--- config.mk ---
export PLATFORM = sky130hd
export DESIGN_NAME = fetch_queue_flat
export DESIGN_NICKNAME = d
export VERILOG_FILES = /design/src/rtl/fetch_queue_if.sv /design/src/rtl/fetch_queue.sv /design/src/flat_wrapper.sv
export SDC_FILE = /design/constraint.sdc
export NUM_CORES = 1
export LEC_CHECK = 0
export BUFFER_PORTS_ARGS = -buffer_cell sky130_fd_sc_hd__buf_2
export CAP_MARGIN = 10
export CORE_MARGIN = 3
export CORE_UTILIZATION = 45
export DETAILED_ROUTE_END_ITERATION = 10
export PLACE_DENSITY = 0.74
export REMOVE_ABC_BUFFERS = 1
export SLEW_MARGIN = 20
export SYNTH_ARGS = -nofsm -noshare
export SYNTH_HDL_FRONTEND = slang
export SYNTH_SLANG_ARGS = --single-unit
--- constraint.sdc ---
create_clock -name clk -period 12.11 [get_ports clk]
set_input_delay 3.633 -clock clk [delete_from_list [all_inputs] [get_ports clk]]
set_output_delay 3.633 -clock clk [all_outputs]
set_load 0.05 [all_outputs]
--- src/rtl/fetch_queue_if.sv ---
// Fetch-queue handshake bundle: IF push side, ID pop side, occupancy.
interface fetch_queue_if #(
  parameter int unsigned DATA_WIDTH = 32,
  parameter int unsigned DEPTH      = 4
);
  localparam int unsigned CNT_W = $clog2(DEPTH) + 1;

  logic                  if_valid_i;
  logic [DATA_WIDTH-1:0] if_pc_i;
  logic [DATA_WIDTH-1:0] if_instr_i;
  logic                  if_ready_o;
  logic                  id_valid_o;
  logic [DATA_WIDTH-1:0] id_pc_o;
  logic [DATA_WIDTH-1:0] id_instr_o;
  logic                  id_ready_i;
  logic [CNT_W-1:0]      count_o;

  // Master: the IF/ID pipeline side driving pushes and pops.
  modport master (
    output if_valid_i, if_pc_i, if_instr_i, id_ready_i,
    input  if_ready_o, id_valid_o, id_pc_o, id_instr_o, count_o
  );

  // Slave: the queue itself.
  modport slave (
    input  if_valid_i, if_pc_i, if_instr_i, id_ready_i,
    output if_ready_o, id_valid_o, id_pc_o, id_instr_o, count_o
  );
endinterface

--- src/rtl/fetch_queue.sv ---
// Instruction fetch queue: circular FIFO of PC/instruction pairs between IF and ID.
module fetch_queue #(
  parameter int unsigned          DATA_WIDTH = 32,
  parameter int unsigned          DEPTH      = 4,
  parameter logic [DATA_WIDTH-1:0] NOP_INSTR = DATA_WIDTH'(32'h0000_0013)
) (
  input  logic        clk,
  input  logic        rst,
  input  logic        flush_i,
  fetch_queue_if.slave bus
);
  localparam int unsigned PTR_W = $clog2(DEPTH);
  localparam int unsigned CNT_W = PTR_W + 1;

  logic [DATA_WIDTH-1:0] pc_mem    [DEPTH];
  logic [DATA_WIDTH-1:0] instr_mem [DEPTH];
  logic [PTR_W-1:0]      wr_ptr;
  logic [PTR_W-1:0]      rd_ptr;
  logic [CNT_W-1:0]      count;

  logic not_full;
  logic not_empty;
  logic push;
  logic pop;

  // Handshake qualifiers come only from registered occupancy (plus rst on the IF side).
  always_comb begin
    not_full  = (count != CNT_W'(DEPTH));
    not_empty = (count != CNT_W'(0));
    push      = bus.if_valid_i && !rst && not_full && !flush_i;
    pop       = not_empty && bus.id_ready_i && !flush_i;
  end

  // Outputs: ready/valid, occupancy and the head entry through a DEPTH:1 mux.
  always_comb begin
    bus.if_ready_o = !rst && not_full;
    bus.id_valid_o = not_empty;
    bus.count_o    = count;
    bus.id_pc_o    = '0;
    bus.id_instr_o = NOP_INSTR;
    if (not_empty) begin
      bus.id_pc_o    = pc_mem[rd_ptr];
      bus.id_instr_o = instr_mem[rd_ptr];
    end
  end

  // Entry storage; contents survive flush and reset, only the pointers matter.
  always_ff @(posedge clk) begin
    if (push) begin
      pc_mem[wr_ptr]    <= bus.if_pc_i;
      instr_mem[wr_ptr] <= bus.if_instr_i;
    end
  end

  // Pointer and occupancy update; flush and reset both return to empty.
  always_ff @(posedge clk) begin
    if (rst || flush_i) begin
      wr_ptr <= '0;
      rd_ptr <= '0;
      count  <= '0;
    end else begin
      if (push) begin
        wr_ptr <= wr_ptr + PTR_W'(1);
      end
      if (pop) begin
        rd_ptr <= rd_ptr + PTR_W'(1);
      end
      case ({push, pop})
        2'b10:   count <= count + CNT_W'(1);
        2'b01:   count <= count - CNT_W'(1);
        default: count <= count;
      endcase
    end
  end

  // Occupancy must never exceed the storage size.
  assert property (@(posedge clk) disable iff (rst) count <= CNT_W'(DEPTH));

endmodule

--- src/flat_wrapper.sv ---
// flat-port wrapper written by rule: the top's interface ports become plain ports
module fetch_queue_flat 
#(
  parameter int unsigned          DATA_WIDTH = 32,
  parameter int unsigned          DEPTH      = 4,
  parameter logic [DATA_WIDTH-1:0] NOP_INSTR = DATA_WIDTH'(32'h0000_0013)
)
  (clk, rst, flush_i, bus_if_valid_i, bus_if_pc_i, bus_if_instr_i, bus_id_ready_i, bus_if_ready_o, bus_id_valid_o, bus_id_pc_o, bus_id_instr_o, bus_count_o);
  fetch_queue_if #(.DATA_WIDTH(DATA_WIDTH), .DEPTH(DEPTH)) bus_i ();
  input  logic clk;
  input  logic rst;
  input  logic flush_i;
  input wire logic [$bits(bus_i.if_valid_i)-1:0] bus_if_valid_i;
  input wire logic [$bits(bus_i.if_pc_i)-1:0] bus_if_pc_i;
  input wire logic [$bits(bus_i.if_instr_i)-1:0] bus_if_instr_i;
  input wire logic [$bits(bus_i.id_ready_i)-1:0] bus_id_ready_i;
  output wire logic [$bits(bus_i.if_ready_o)-1:0] bus_if_ready_o;
  output wire logic [$bits(bus_i.id_valid_o)-1:0] bus_id_valid_o;
  output wire logic [$bits(bus_i.id_pc_o)-1:0] bus_id_pc_o;
  output wire logic [$bits(bus_i.id_instr_o)-1:0] bus_id_instr_o;
  output wire logic [$bits(bus_i.count_o)-1:0] bus_count_o;
  assign bus_i.if_valid_i = bus_if_valid_i;
  assign bus_i.if_pc_i = bus_if_pc_i;
  assign bus_i.if_instr_i = bus_if_instr_i;
  assign bus_i.id_ready_i = bus_id_ready_i;
  assign bus_if_ready_o = bus_i.if_ready_o;
  assign bus_id_valid_o = bus_i.id_valid_o;
  assign bus_id_pc_o = bus_i.id_pc_o;
  assign bus_id_instr_o = bus_i.id_instr_o;
  assign bus_count_o = bus_i.count_o;
  fetch_queue #(.DATA_WIDTH(DATA_WIDTH), .DEPTH(DEPTH), .NOP_INSTR(NOP_INSTR)) u_core (.clk(clk), .rst(rst), .flush_i(flush_i), .bus(bus_i));
endmodule
==> key figures <==
Status
  – Status: complete, no violations

Synth
  – Synth Area in Compound Gates: 0.416%
  – Gate Count Post-Synth: 462
  – Synth unique cells: 25
  – Synthesized-area fraction occupied by adder cells: 0.807%
  – Synthesized area: 0.0102 mm²
  – Synth Register Bits: 265
  – Sequential-to-total area share from yosys stat: 76.9%
  – YS warnings: 0
  – Largest family of logic cells by synthesized area: multiplexers
  – Post-synthesis mux area share: 14.3%
  – Synth Area in Simple Gates: 5.04%
  – Syn Area/Cell: 22.1 µm²
  – Post-synthesis xor/xnor area fraction: 0.257%

Critical path
  – Crit path top cell by count: buf_2
  – Crit start category: input port
  – CP delay by family, top: buffers and inverters
  – Crit Path Class: input port to primary output
  – Crit-path max cell delay: 0.27 ns
  – Crit path from: rst
  – Capturing element type of the critical path: primary output
  – Crit path DAT: 4.11 ns
  – Crit-path max FO: 3
  – WP buf/inv: 2
  – Worst path slowest cell: buf_2
  – WP data required: 8.48 ns
  – R2R Path Start: u_core.bus.count_o[2]
  – Worst-path cell chain: buf_2 > nor2_1 > buf_2

Cells and area
  – Layout cell share with drive strength beyond 1: 39.4%
  – Final Cell Area: 0.0120 mm²
  – Util after Layout: 54.4%
  – Nets: 684
  – N_diodes: 0
  – Non-Filler Instances: 909
  – Commonest cells after routing, fill and taps aside: edfxtp_1 (256), buf_2 (137), and2_1 (61), mux4_2 (60), clkbuf_16 (28)
  – Commonest non-fill, non-tap cell in the layout: edfxtp_1
  – Synth-to-Final Area Change: 17.5%

Die
  – Total core area: 0.0221 mm²
  – Die height: 157 µm
  – Die footprint: 0.0246 mm²
  – Io pins: 138
  – Initial Utilization: 46.3%
  – Chip width: 157 µm
  – FP Rows: 54

Timing
  – Clock skew: 0.0216 ns
  – Final setup violation count: 0
  – Rel. slew slack: 30.7%
  – Minimum clock period: 7.74 ns
  – TNS Setup: 0 ns
  – Max Slew Vio Count: 0
  – Hold slack: 0.508 ns
  – Fin. Hold Viols: 0
  – Tcrit/Tclk final: 63.9%
  – Fmax: 0.129 GHz
  – RSZ-0062 raised after global routing: false
  – Slew at the pin closest to its max-slew limit: 1.04 ns

Clocking
  – CTS sink count: 265
  – CTS Buf Count: 28
  – CTS tree: done
  – CTS max path bufs: 3
  – Clock root buffer: clkbuf_16
  – Postcts setup bufs: 0
  – Clock Pin Slew Worst Setup and Hold Paths: 0.06 ns
  – H-tree lvl count: 1
  – Worst-Skew Late Latency: 0.53 ns
  – Post-CTS Resized: 0
  – Post-CTS Hold Fix Bufs: 0

Pwr
  – Pleak: 4.11 nW
  – Maximum vdd ir drop: 0.000128 V
  – P per Cell Area: 159 mW/mm²

Drt
  – Routed WL: 18500 µm
  – Routed WL per cell: 20.3 µm
  – First-pass DRT Iterations: 5
  – Residual DRC: 0
  – Starting DRC count in detailed routing: 274
  – Via count: 4863
  – Drt via density: 5.35
  – Post-route ant nets: 0

Global routing
  – Largest net degree at the start of global routing: 65
  – Initial antenna violation count: 0
  – Vias in the first global route: 5363
  – Total GRT Usage: 15.3%
  – Total grt overflow: 0
  – First-pass GRT wire length: 29300 µm

Placement
  – DP Wirelength: 10300 µm
  – Routability cong.: 0.734
  – Port bufs: 137
  – Placed instance count: 859
  – Post-DP Area: 0.0111 mm²

Min path
  – Min-Delay Path Class: flip-flop to flip-flop
  – Min-delay src: u_core.wr_ptr[1]

Job
  – Max_cap viols: 0
==> layout make-up <==
class                           instances  area, µm²
Multi-Input combinational cell        167       2140
Fill cell                            1656      10100
Tap cell                              280        350
Inverter                                9       33.8
Clock buffer                           30        708
Timing Repair Buffer                  138        693
Clock inverter                         20        210
Sequential cell                       265       7880
==> flip-flops by register name, summed over array words and instances, names as in the netlist, named ones only <==
register            count
u_core.bus.count_o      3
u_core.pc_mem         128
u_core.rd_ptr           2
u_core.wr_ptr           2
u_core.instr_mem      128
==> where the power goes <==
group | switching, mW | total (mW) | internal (mW)
logic | 0.0403 | 0.0614 | 0.0211
clock network | 0.331 | 0.837 | 0.507
registers | 0.00276 | 1.02 | 1.01
==> metal layers <==
metal	GRT usage, %	wire length (µm)	part of all wire, %	vias up
li1	-	-	-	2159
met1	18.6	7330	40	2521
met2	27.9	9690	53	160
met3	3.01	1080	5.8	23
met4	3.96	356	1.9	0
met5	0	0	0	-
==> Yosys cell counts <==
| cell | count | share of area [%] |
|---|---|---|
| nor2_1 | 8 | 0.29 |
| buf_12 | 6 | 1.2 |
| ha_1 | 5 | 0.61 |
| fa_1 | 1 | 0.20 |
| nand2_1 | 2 | 0.073 |
| clkbuf_1 | 6 | 0.22 |
| buf_6 | 1 | 0.11 |
| or2_1 | 3 | 0.18 |
| nor3_2 | 2 | 0.20 |
| or3_1 | 3 | 0.18 |
| xor2_1 | 3 | 0.26 |
| mux4_2 | 60 | 13 |
| or2_2 | 1 | 0.061 |
| edfxtp_1 | 256 | 75 |
| dfxtp_1 | 9 | 1.8 |
| mux2i_1 | 1 | 0.098 |
| buf_2 | 7 | 0.34 |
| mux4_1 | 4 | 1.0 |
| clkbuf_2 | 1 | 0.049 |
| o21ai_0 | 3 | 0.15 |
| o31ai_1 | 1 | 0.073 |
| and2_1 | 65 | 4.0 |
| inv_1 | 9 | 0.33 |
| a21oi_1 | 4 | 0.20 |
| nor3b_1 | 1 | 0.073 |
==> path summary, 6_finish.rpt <==
path	to	slack, ns	depth (start not counted)
setup / recovery	bus_if_ready_o	4.37	3
hold / removal	u_core.wr_ptr[1]	0.51	2
setup reg to reg	u_core.bus.count_o[2]	9.62	9
hold reg to reg	u_core.wr_ptr[1]	0.51	2
==> through the flow <==
stage / worst slack, ns / power (mW)
CTS: 4.37 / 1.94
detailed placement: 4.37 / 1.10
floorplan: 4.19 / 1.07
global route: 4.31 / 1.98
finish: 4.37 / 1.92
global placement: 4.38 / 1.09
==> tightest hold or removal path: cells and delay by family, from the launching register on <==
| kind | cells | cell delay [ns] |
|---|---|---|
| AND/OR/NAND/NOR | 1 | 0.06 |
| flip-flops | 1 | 0.34 |
| multiplexers | 1 | 0.05 |
==> cells by family (layout without fill, tap and decap cells) <==
kind of cell | count (synthesis) | count (layout)
flops | 265 | 265
simple gates | 85 | 85
mux | 65 | 65
xor+xnor | 3 | 3
compound gates | 8 | 8
fa+ha+maj | 6 | 6
buf+inv | 30 | 197
Note: power is estimated with default switching activity, not from simulation.
